$ cat config.mk
export PLATFORM = sky130hd
export DESIGN_NAME = data_cache_dm
export DESIGN_NICKNAME = d
export VERILOG_FILES = /design/src/rtl/data_cache_dm.sv
export SDC_FILE = /design/constraint.sdc
export NUM_CORES = 1
export LEC_CHECK = 0
export CORE_MARGIN = 10
export CORE_UTILIZATION = 30
export CTS_CLUSTER_DIAMETER = 120
export CTS_CLUSTER_SIZE = 20
export DETAILED_ROUTE_END_ITERATION = 8
export DONT_BUFFER_PORTS = 1
export PLACE_DENSITY_LB_ADDON = 0.25
export REMOVE_ABC_BUFFERS = 1
export SLEW_MARGIN = 25
export SYNTH_ARGS = -nofsm -noshare
export SYNTH_HDL_FRONTEND = slang
export SYNTH_SLANG_ARGS = --single-unit
$ cat constraint.sdc
create_clock -name CLK -period 6.35 [get_ports CLK]
set_clock_uncertainty 0.1 [all_clocks]
set_input_delay 0.635 -clock CLK [delete_from_list [all_inputs] [get_ports CLK]]
set_output_delay 0.635 -clock CLK [all_outputs]
set_load 0.02 [all_outputs]
$ cat src/rtl/data_cache_dm.sv
// Direct-mapped, write-back, write-allocate data cache.
// Hits are served in the request cycle without stalling. A miss stalls the CPU
// while the line is exchanged with the word-wide data memory. A dirty victim is
// written back first, then the new block is fetched, and the line is updated.
module data_cache_dm #(
  parameter int ADDR_W      = 8,
  parameter int NUM_SETS    = 8,
  parameter int BLOCK_BYTES = 4
) (
  input  logic                                      CLK,
  input  logic                                      RESET,
  input  logic                                      READ,
  input  logic                                      WRITE,
  input  logic [ADDR_W-1:0]                         ADDRESS,
  input  logic [7:0]                                WRITEDATA,
  output logic [7:0]                                READDATA,
  output logic                                      BUSYWAIT,
  output logic                                      MEM_READ,
  output logic                                      MEM_WRITE,
  output logic [ADDR_W-$clog2(BLOCK_BYTES)-1:0]     MEM_ADDRESS,
  output logic [8*BLOCK_BYTES-1:0]                  MEM_WRITEDATA,
  input  logic [8*BLOCK_BYTES-1:0]                  MEM_READDATA,
  input  logic                                      MEM_BUSYWAIT
);

  localparam int IDX_W  = $clog2(NUM_SETS);
  localparam int OFF_W  = $clog2(BLOCK_BYTES);
  localparam int TAG_W  = ADDR_W - IDX_W - OFF_W;
  localparam int LINE_W = 8 * BLOCK_BYTES;

  typedef enum logic [1:0] {
    S_IDLE,
    S_WRITEBACK,
    S_FETCH,
    S_UPDATE
  } state_t;

  // Controller state and registered memory-request strobes
  state_t              state_q, state_d;
  logic                mem_read_q, mem_read_d;
  logic                mem_write_q, mem_write_d;

  // Per-line status, tag and data storage
  logic [NUM_SETS-1:0] valid_q, valid_d;
  logic [NUM_SETS-1:0] dirty_q, dirty_d;
  logic [TAG_W-1:0]    tag_q  [NUM_SETS];
  logic [TAG_W-1:0]    tag_d  [NUM_SETS];
  logic [LINE_W-1:0]   data_q [NUM_SETS];
  logic [LINE_W-1:0]   data_d [NUM_SETS];

  // Block captured from memory when the fetch completes, installed in UPDATE
  logic [LINE_W-1:0]   fill_q, fill_d;

  // Address decode of the current CPU request
  logic [TAG_W-1:0]    req_tag;
  logic [IDX_W-1:0]    req_idx;
  logic [OFF_W-1:0]    req_off;
  logic                req_any;
  logic                req_rd;
  logic                hit;
  logic                victim_dirty;
  logic [LINE_W-1:0]   cur_line;
  logic [LINE_W-1:0]   merged_line;
  logic [7:0]          sel_byte;

  assign req_tag      = ADDRESS[ADDR_W-1 -: TAG_W];
  assign req_idx      = ADDRESS[OFF_W +: IDX_W];
  assign req_off      = ADDRESS[OFF_W-1:0];
  assign req_any      = READ | WRITE;
  // READ and WRITE together is illegal; the store wins.
  assign req_rd       = READ & ~WRITE;
  assign hit          = valid_q[req_idx] & (tag_q[req_idx] == req_tag);
  assign victim_dirty = valid_q[req_idx] & dirty_q[req_idx];
  assign cur_line     = data_q[req_idx];

  // Byte lane selection and store merge for the addressed line
  always_comb begin
    // NOTE: combinational blocks use blocking assignments and give every
    // output a default first, so no path leaves a value held (no latch).
    sel_byte    = cur_line[{req_off, 3'b000} +: 8];
    merged_line = cur_line;
    merged_line[{req_off, 3'b000} +: 8] = WRITEDATA;
  end

  // Next-state, array-update and memory-request decode
  always_comb begin
    state_d = state_q;
    valid_d = valid_q;
    dirty_d = dirty_q;
    tag_d   = tag_q;
    data_d  = data_q;
    fill_d  = fill_q;

    case (state_q)
      S_IDLE: begin
        if (req_any) begin
          if (hit) begin
            if (WRITE) begin
              data_d[req_idx]  = merged_line;
              dirty_d[req_idx] = 1'b1;
            end
          end else if (victim_dirty) begin
            state_d = S_WRITEBACK;
          end else begin
            state_d = S_FETCH;
          end
        end
      end
      S_WRITEBACK: begin
        if (!MEM_BUSYWAIT) begin
          state_d = S_FETCH;
        end
      end
      S_FETCH: begin
        if (!MEM_BUSYWAIT) begin
          fill_d  = MEM_READDATA;
          state_d = S_UPDATE;
        end
      end
      S_UPDATE: begin
        data_d[req_idx]  = fill_q;
        tag_d[req_idx]   = req_tag;
        valid_d[req_idx] = 1'b1;
        dirty_d[req_idx] = 1'b0;
        state_d          = S_IDLE;
      end
      default: begin
        state_d = S_IDLE;
      end
    endcase

    mem_read_d  = (state_d == S_FETCH);
    mem_write_d = (state_d == S_WRITEBACK);
  end

  // Control state and line status; synchronous active-low reset aborts any miss
  always_ff @(posedge CLK) begin
    if (!RESET) begin
      state_q     <= S_IDLE;
      valid_q     <= '0;
      dirty_q     <= '0;
      mem_read_q  <= 1'b0;
      mem_write_q <= 1'b0;
    end else begin
      state_q     <= state_d;
      valid_q     <= valid_d;
      dirty_q     <= dirty_d;
      mem_read_q  <= mem_read_d;
      mem_write_q <= mem_write_d;
    end
  end

  // Tag, data and fill storage; contents are qualified by valid_q
  always_ff @(posedge CLK) begin
    // NOTE: storage arrays are deliberately not reset; valid_q alone decides
    // whether a line's tag and data mean anything.
    tag_q  <= tag_d;
    data_q <= data_d;
    fill_q <= fill_d;
  end

  // CPU-side responses are combinational so hits cost no stall cycle
  always_comb begin
    BUSYWAIT = 1'b1;
    READDATA = '0;
    if (state_q == S_IDLE) begin
      BUSYWAIT = req_any & ~hit;
      if (req_rd && hit) begin
        READDATA = sel_byte;
      end
    end
  end

  // Memory-side address: victim block during write-back, requested block otherwise
  always_comb begin
    MEM_ADDRESS = ADDRESS[ADDR_W-1:OFF_W];
    if (state_q == S_WRITEBACK) begin
      MEM_ADDRESS = {tag_q[req_idx], req_idx};
    end
  end

  assign MEM_WRITEDATA = cur_line;
  assign MEM_READ      = mem_read_q;
  assign MEM_WRITE     = mem_write_q;

endmodule

* Word-level counts from Yosys, hierarchy flattened
Index checks and enable logic that the tools add are counted.
** Word-level totals
- Register bits after elaboration :: 332
- Input bits :: 53
- Output and inout bits :: 49
- Word-level logic and storage cells :: 97
** Cells by class
- Add/sub/neg operators :: 1
- $lt $le $gt $ge :: 4
- Equal/unequal tests :: 9
- Shift operators :: 3
- Multiplexer cells :: 38
- Bitwise logic cells :: 13
- Reductions and logical operators :: 7
** Operators by type and width (count)
- 256-bit two-way mux :: 3
- 256-bit bitwise mux :: 2
- 256-bit one-hot mux with 2 select lines :: 1
- 32-bit binary-select mux with 3-bit select :: 1
- 32-bit demux with 3-bit select :: 1
- 32-bit two-way mux :: 3
- 8-bit two-way mux :: 5
- 32-bit bitwise mux :: 1
- 8-bit by 7-bit variable shift with 32-bit output (first input constant) :: 1
- 32-bit by 6-bit variable part select with 8-bit output :: 1
- 8-bit by 7-bit variable part select with 32-bit output :: 1
- 24-bit bitwise mux :: 1
- 8-bit bitwise OR :: 2
- 8-bit one-hot mux with 2 select lines :: 1
- 2-bit two-way mux :: 5
- 3-bit binary-select mux with 3-bit select :: 1
- 3-bit demux with 3-bit select :: 1
- 3-bit two-way mux :: 3
- 8-bit bitwise AND :: 1
- 8-bit NOT :: 1
- 2-bit one-hot mux with 4 select lines :: 1
- 5-bit negator with 7-bit output :: 1
- 1-bit binary-select mux with 3-bit select :: 2
- 2-bit == test (second input constant) :: 3
- other kinds (19) :: 32

* Logic depth before layout (Yosys ltp)
- Depth after elaboration :: 10
- Gate-level depth with buffers :: 12
- Gate-level depth less buffers :: 8

* Least setup slack after synthesis
OpenSTA, ideal clock, no wires.
- Path kind :: input -> output
- Start :: input ADDRESS[2]
- End :: output READDATA[7]
- Data arrival time :: 2.895 ns
- Data required time :: 5.615 ns
- Path slack :: 2.720 ns
- Stages :: 10
- Path buffers :: 5
- Path through :: buf_6 buf_8 buf_8 buf_8 buf_4 o221ai_1 a22oi_1 nand2_1 and3_1 nor4bb_1
** On the way
- Elaborated cells on any way between the ends :: 15
- Classes of those cells :: eq/ne (1); shift (1); mux (10); bitwise (2); reduce/logical (1)
** RTL lines
- start, declared :: line 14 : input logic [ADDR_W-1:0] ADDRESS,
- 3-bit NOT with 4-bit output (implied by the code) :: line 74 : assign cur_line = data_q[req_idx];
- 32-bit binary-select mux with 3-bit select :: line 74
- 32-bit two-way mux (implied by the code) (2 in a row) :: line 74
- named net MEM_WRITEDATA[23] :: line 21 : output logic [8*BLOCK_BYTES-1:0] MEM_WRITEDATA,
- 32-bit by 6-bit variable part select with 8-bit output :: line 80 : sel_byte = cur_line[{req_off, 3'b000} +: 8];
- 8-bit two-way mux :: line 168 : if (req_rd && hit) begin
- 8-bit two-way mux :: line 166 : if (state_q == S_IDLE) begin
- end, declared :: line 16 : output logic [7:0] READDATA,
The timed path passes the listed nets, and every way through them passes these cells. The select of a mux whose other input is x is not followed.

* Worst setup path after layout
- Start :: input ADDRESS[3]
- End :: output READDATA[3]
** On the way
- Word-level cells in the longest chain between the ends :: 9
- Elaborated cells on any way between the ends :: 15
- Classes of those cells :: eq/ne (1); shift (1); mux (10); bitwise (2); reduce/logical (1)
** Ends and longest elaborated chain (line)
- parallel branches: the longest is 7 deep, another holds 32-bit binary-select mux with 3-bit select
- 8-bit two-way mux * :: 168
- 8-bit two-way mux * :: 166
Mark *: on every way between the ends. The select of a mux whose other input is x is not followed.

==> results.json <==
{
  "status": "completed",
  "combPwrFrac_pct": 9.9,
  "postSynthAreaPerCell_um2": 13.2,
  "ctsHoldBuffers": 0,
  "min_period_ns": 4.26,
  "yosysWarnings": 0,
  "core_area_um2": 49300,
  "clock_path_buffers": 3,
  "final.setup.worst_slack_ns": 2.09,
  "cp_top_family": "simple AND/OR/NAND/NOR gates",
  "r2r_cells": 3,
  "fin_crit_sh_pct": 67.1,
  "crit_start": "ADDRESS[3]",
  "clk_latency_ns": 0.54,
  "routed_wirelength_um": 49000,
  "p_int_w": 0.00313,
  "cts_tree": "done",
  "yosys-top-cells-area": "edfxtp_1 62%, nor2_1 7.5%, mux4_2 4.8%",
  "drive_gt1_share_pct": 14.7,
  "tightest_slew_ns": 1.11,
  "critPathRequiredTime_ns": 5.61,
  "post_cts.repair.setup_buffers": 0,
  "postSynth.asyncResetShare_pct": 0,
  "grt_setup_unrepaired": "no",
  "clkPwrFrac_pct": 32.2,
  "ios": 102,
  "cts_sinks": 332,
  "cts_htree_levels": 1,
  "slew_viol_final": 0,
  "grt_pass1_wl_um": 70300,
  "arrival_ns": 3.53,
  "netlist_area_um2": 15000,
  "synth_edf_count": 312,
  "first_pass_iters": 6,
  "synth.distinct_cells": 69,
  "crit_slowest_cell": "nor4bb_1",
  "synth.top_cell.area_share_pct": 62.3,
  "syn_inst": 1140,
  "r2r_end": "data_q[210]",
  "ant_nets": 0,
  "cp.depth": 6,
  "antenna_found_initial": 2,
  "max_cap_viol_count": 0,
  "root_buffer": "clkbuf_16",
  "r2r-start": "state_q[0]",
  "drt_iter0_drc": 1077,
  "grt-ovfl-total": 0,
  "worstPathCellList": "nand2b_1 -> o22ai_1 -> o21a_2 -> nand2_1 -> nor4bb_1 -> buf_4",
  "crit_fanout": 87,
  "seqPwrFrac_pct": 57.9,
  "fp.dieW_um": 244,
  "area_growth_pct": 8.02,
  "routedWlPerCell_um": 27.6,
  "vias": 9661,
  "start_kind": "input pin",
  "die_y_um": 244,
  "yosysTopAreaCell": "edfxtp_1",
  "seq_area_frac_synth_pct": 65.0,
  "synth-seq-cells": 332,
  "cts-buffers-inserted": 20,
  "p_switching_w": 0.00103,
  "grt_pass1_vias": 9615,
  "cpPeakStageDelay_ns": 0.79,
  "setup_viol": 0,
  "drc": 0,
  "dp_slack_ns": 2.30,
  "rows": 81,
  "p_leak_nw": 5.19,
  "hp-class": "input pin to flip-flop",
  "io_buffers": 0,
  "drt-vias-per-instance": 5.44,
  "dp_hpwl_um": 30100,
  "setup.worst_path.end": "READDATA[3]",
  "cts.repair.resized": 0,
  "slew_headroom_pct": 25.5,
  "grt_max_degree": 88,
  "reg2reg_setup_slack_ns": 2.95,
  "track_usage_pct": 15.9,
  "irDropWorstVdd_mv": 0.192,
  "cellPowerDensity_nw_per_um2": 256,
  "finalPower_w": 0.00416,
  "hold_viol": 0,
  "critical_path_class": "input pin to primary output",
  "nFillCells": 4966,
  "critPathBufInv": 1,
  "endpoint_kind": "primary output",
  "max_freq_mhz": 235,
  "dieArea_um2": 59500,
  "gp_congestion": 0.817,
  "synth_top_flop_cell": "edfxtp_1",
  "start_util_pct": 30.5,
  "path_clk_slew_ns": 0.09,
  "final_nets": 1162,
  "setup_tns_ns": 0,
  "p_sw_share_pct": 24.8
}
sequential cells by signal (all words and copies together) (netlist names), named ones only:
| name | flops |
|---|---|
| data_q | 256 |
| fill_q | 32 |
| tag_q | 24 |
| valid_q | 8 |
| state_q | 2 |
| MEM_READ | 1 |
| MEM_WRITE | 1 |
cells in the mapped netlist, types with 10 or more instances:
library cell	n
dfxtp_1	20
mux4_2	32
edfxtp_1	312
mux2i_1	35
inv_1	23
clkbuf_1	38
buf_2	20
o21ai_0	16
buf_4	12
o221ai_1	26
nand2_1	49
o22ai_1	24
mux2_2	25
nor2_1	302
o21ai_2	25
a221o_1	27
a21oi_1	10
stage by stage:
| step | hold WS, ns | cell area, um^2 | utilization (%) | instances |
|---|---|---|---|---|
| detailed placement | 0.359 | 15600 | 31.8 | 1746 |
| global placement | 0.352 | 15600 | 31.7 | 1746 |
| floorplan | 0.340 | 14600 | - | 1058 |
| CTS | 0.0546 | 16200 | 32.9 | 1775 |
| global route | 0.0627 | 16200 | 33.0 | 1775 |
| finish | 0.0882 | 16200 | 33.0 | 1776 |
power groups by stage:
stage | clock (W) | combinational [W] | sequential, W
2_1_floorplan | 0 | 0.000262 | 0.00245
3_3_place_gp | 0 | 0.000408 | 0.00246
3_5_place_dp | 0 | 0.000411 | 0.00246
4_1_cts | 0.00137 | 0.000413 | 0.00241
5_1_grt | 0.00143 | 0.000441 | 0.00241
6_report | 0.00134 | 0.000413 | 0.00241
cells by family after synthesis:
family / after synthesis / share of synthesized area (%)
simple gates: 410 / 11.4
flops: 332 / 65.0
compound gates: 188 / 9.99
buf+inv: 108 / 3.79
mux: 94 / 9.20
fa+ha+maj: 5 / 0.416
xor+xnor: 3 / 0.175
metal layers:
layer | track usage (%) | vias to the layer above | part of all wire [%]
met3 | 4.54 | 46 | 8.7
met5 | 0 | - | 0
met2 | 25.4 | 401 | 46
met4 | 2.25 | 0 | 1.4
li1 | - | 4183 | -
met1 | 21.5 | 5031 | 44
worst min path at each step:
stage / to / slack, ns / cells after the start / startpoint
after detailed placement: valid_q[4] / 0.36 / 2 / valid_q[4]
final: fill_q[5] / 0.09 / 0 / MEM_READDATA[5]
after CTS: fill_q[5] / 0.05 / 0 / MEM_READDATA[5]
after floorplan: valid_q[0] / 0.34 / 2 / valid_q[0]
after global placement: valid_q[0] / 0.35 / 2 / valid_q[0]
after global routing: fill_q[26] / 0.06 / 0 / MEM_READDATA[26]
cell usage in the layout (no fill, tap or decap), types with 3 or more instances in the layout:
master and count:
clkbuf_1 6, edfxtp_1 312, clkinv_1 3, o211ai_1 6, a21oi_1 10, nand3b_1 4
o221ai_1 26, nor3b_1 8, ha_1 5, inv_1 23, nor2b_1 5, a41o_4 5
nand2_2 3, nand2b_1 8, or3_1 5, buf_4 24, a22oi_1 7, a221o_1 27
mux4_2 32, clkbuf_16 21, mux2i_1 35, dfxtp_1 20, nor2_1 301, xnor2_1 3
a41o_2 3, nor3_1 4, mux2_2 25, o21ai_0 16, o22ai_1 24, a211oi_1 5
o21ai_2 25, o21ai_1 9, nand2_1 48
cell type report:
cell class / count / area (um^2) / area share, %
flip-flops and latches: 332 / 9770 / 60.2
clock inverters: 2 / 12.5 / 0.0771
well taps: 664 / 831 / 5.12
multi-input cells: 700 / 4800 / 29.5
repair buffers: 24 / 180 / 1.11
clock buffers: 27 / 548 / 3.37
inverters: 26 / 97.6 / 0.601
diodes: 1 / 2.50 / 0.0154
(Power assumes the default switching activity.)
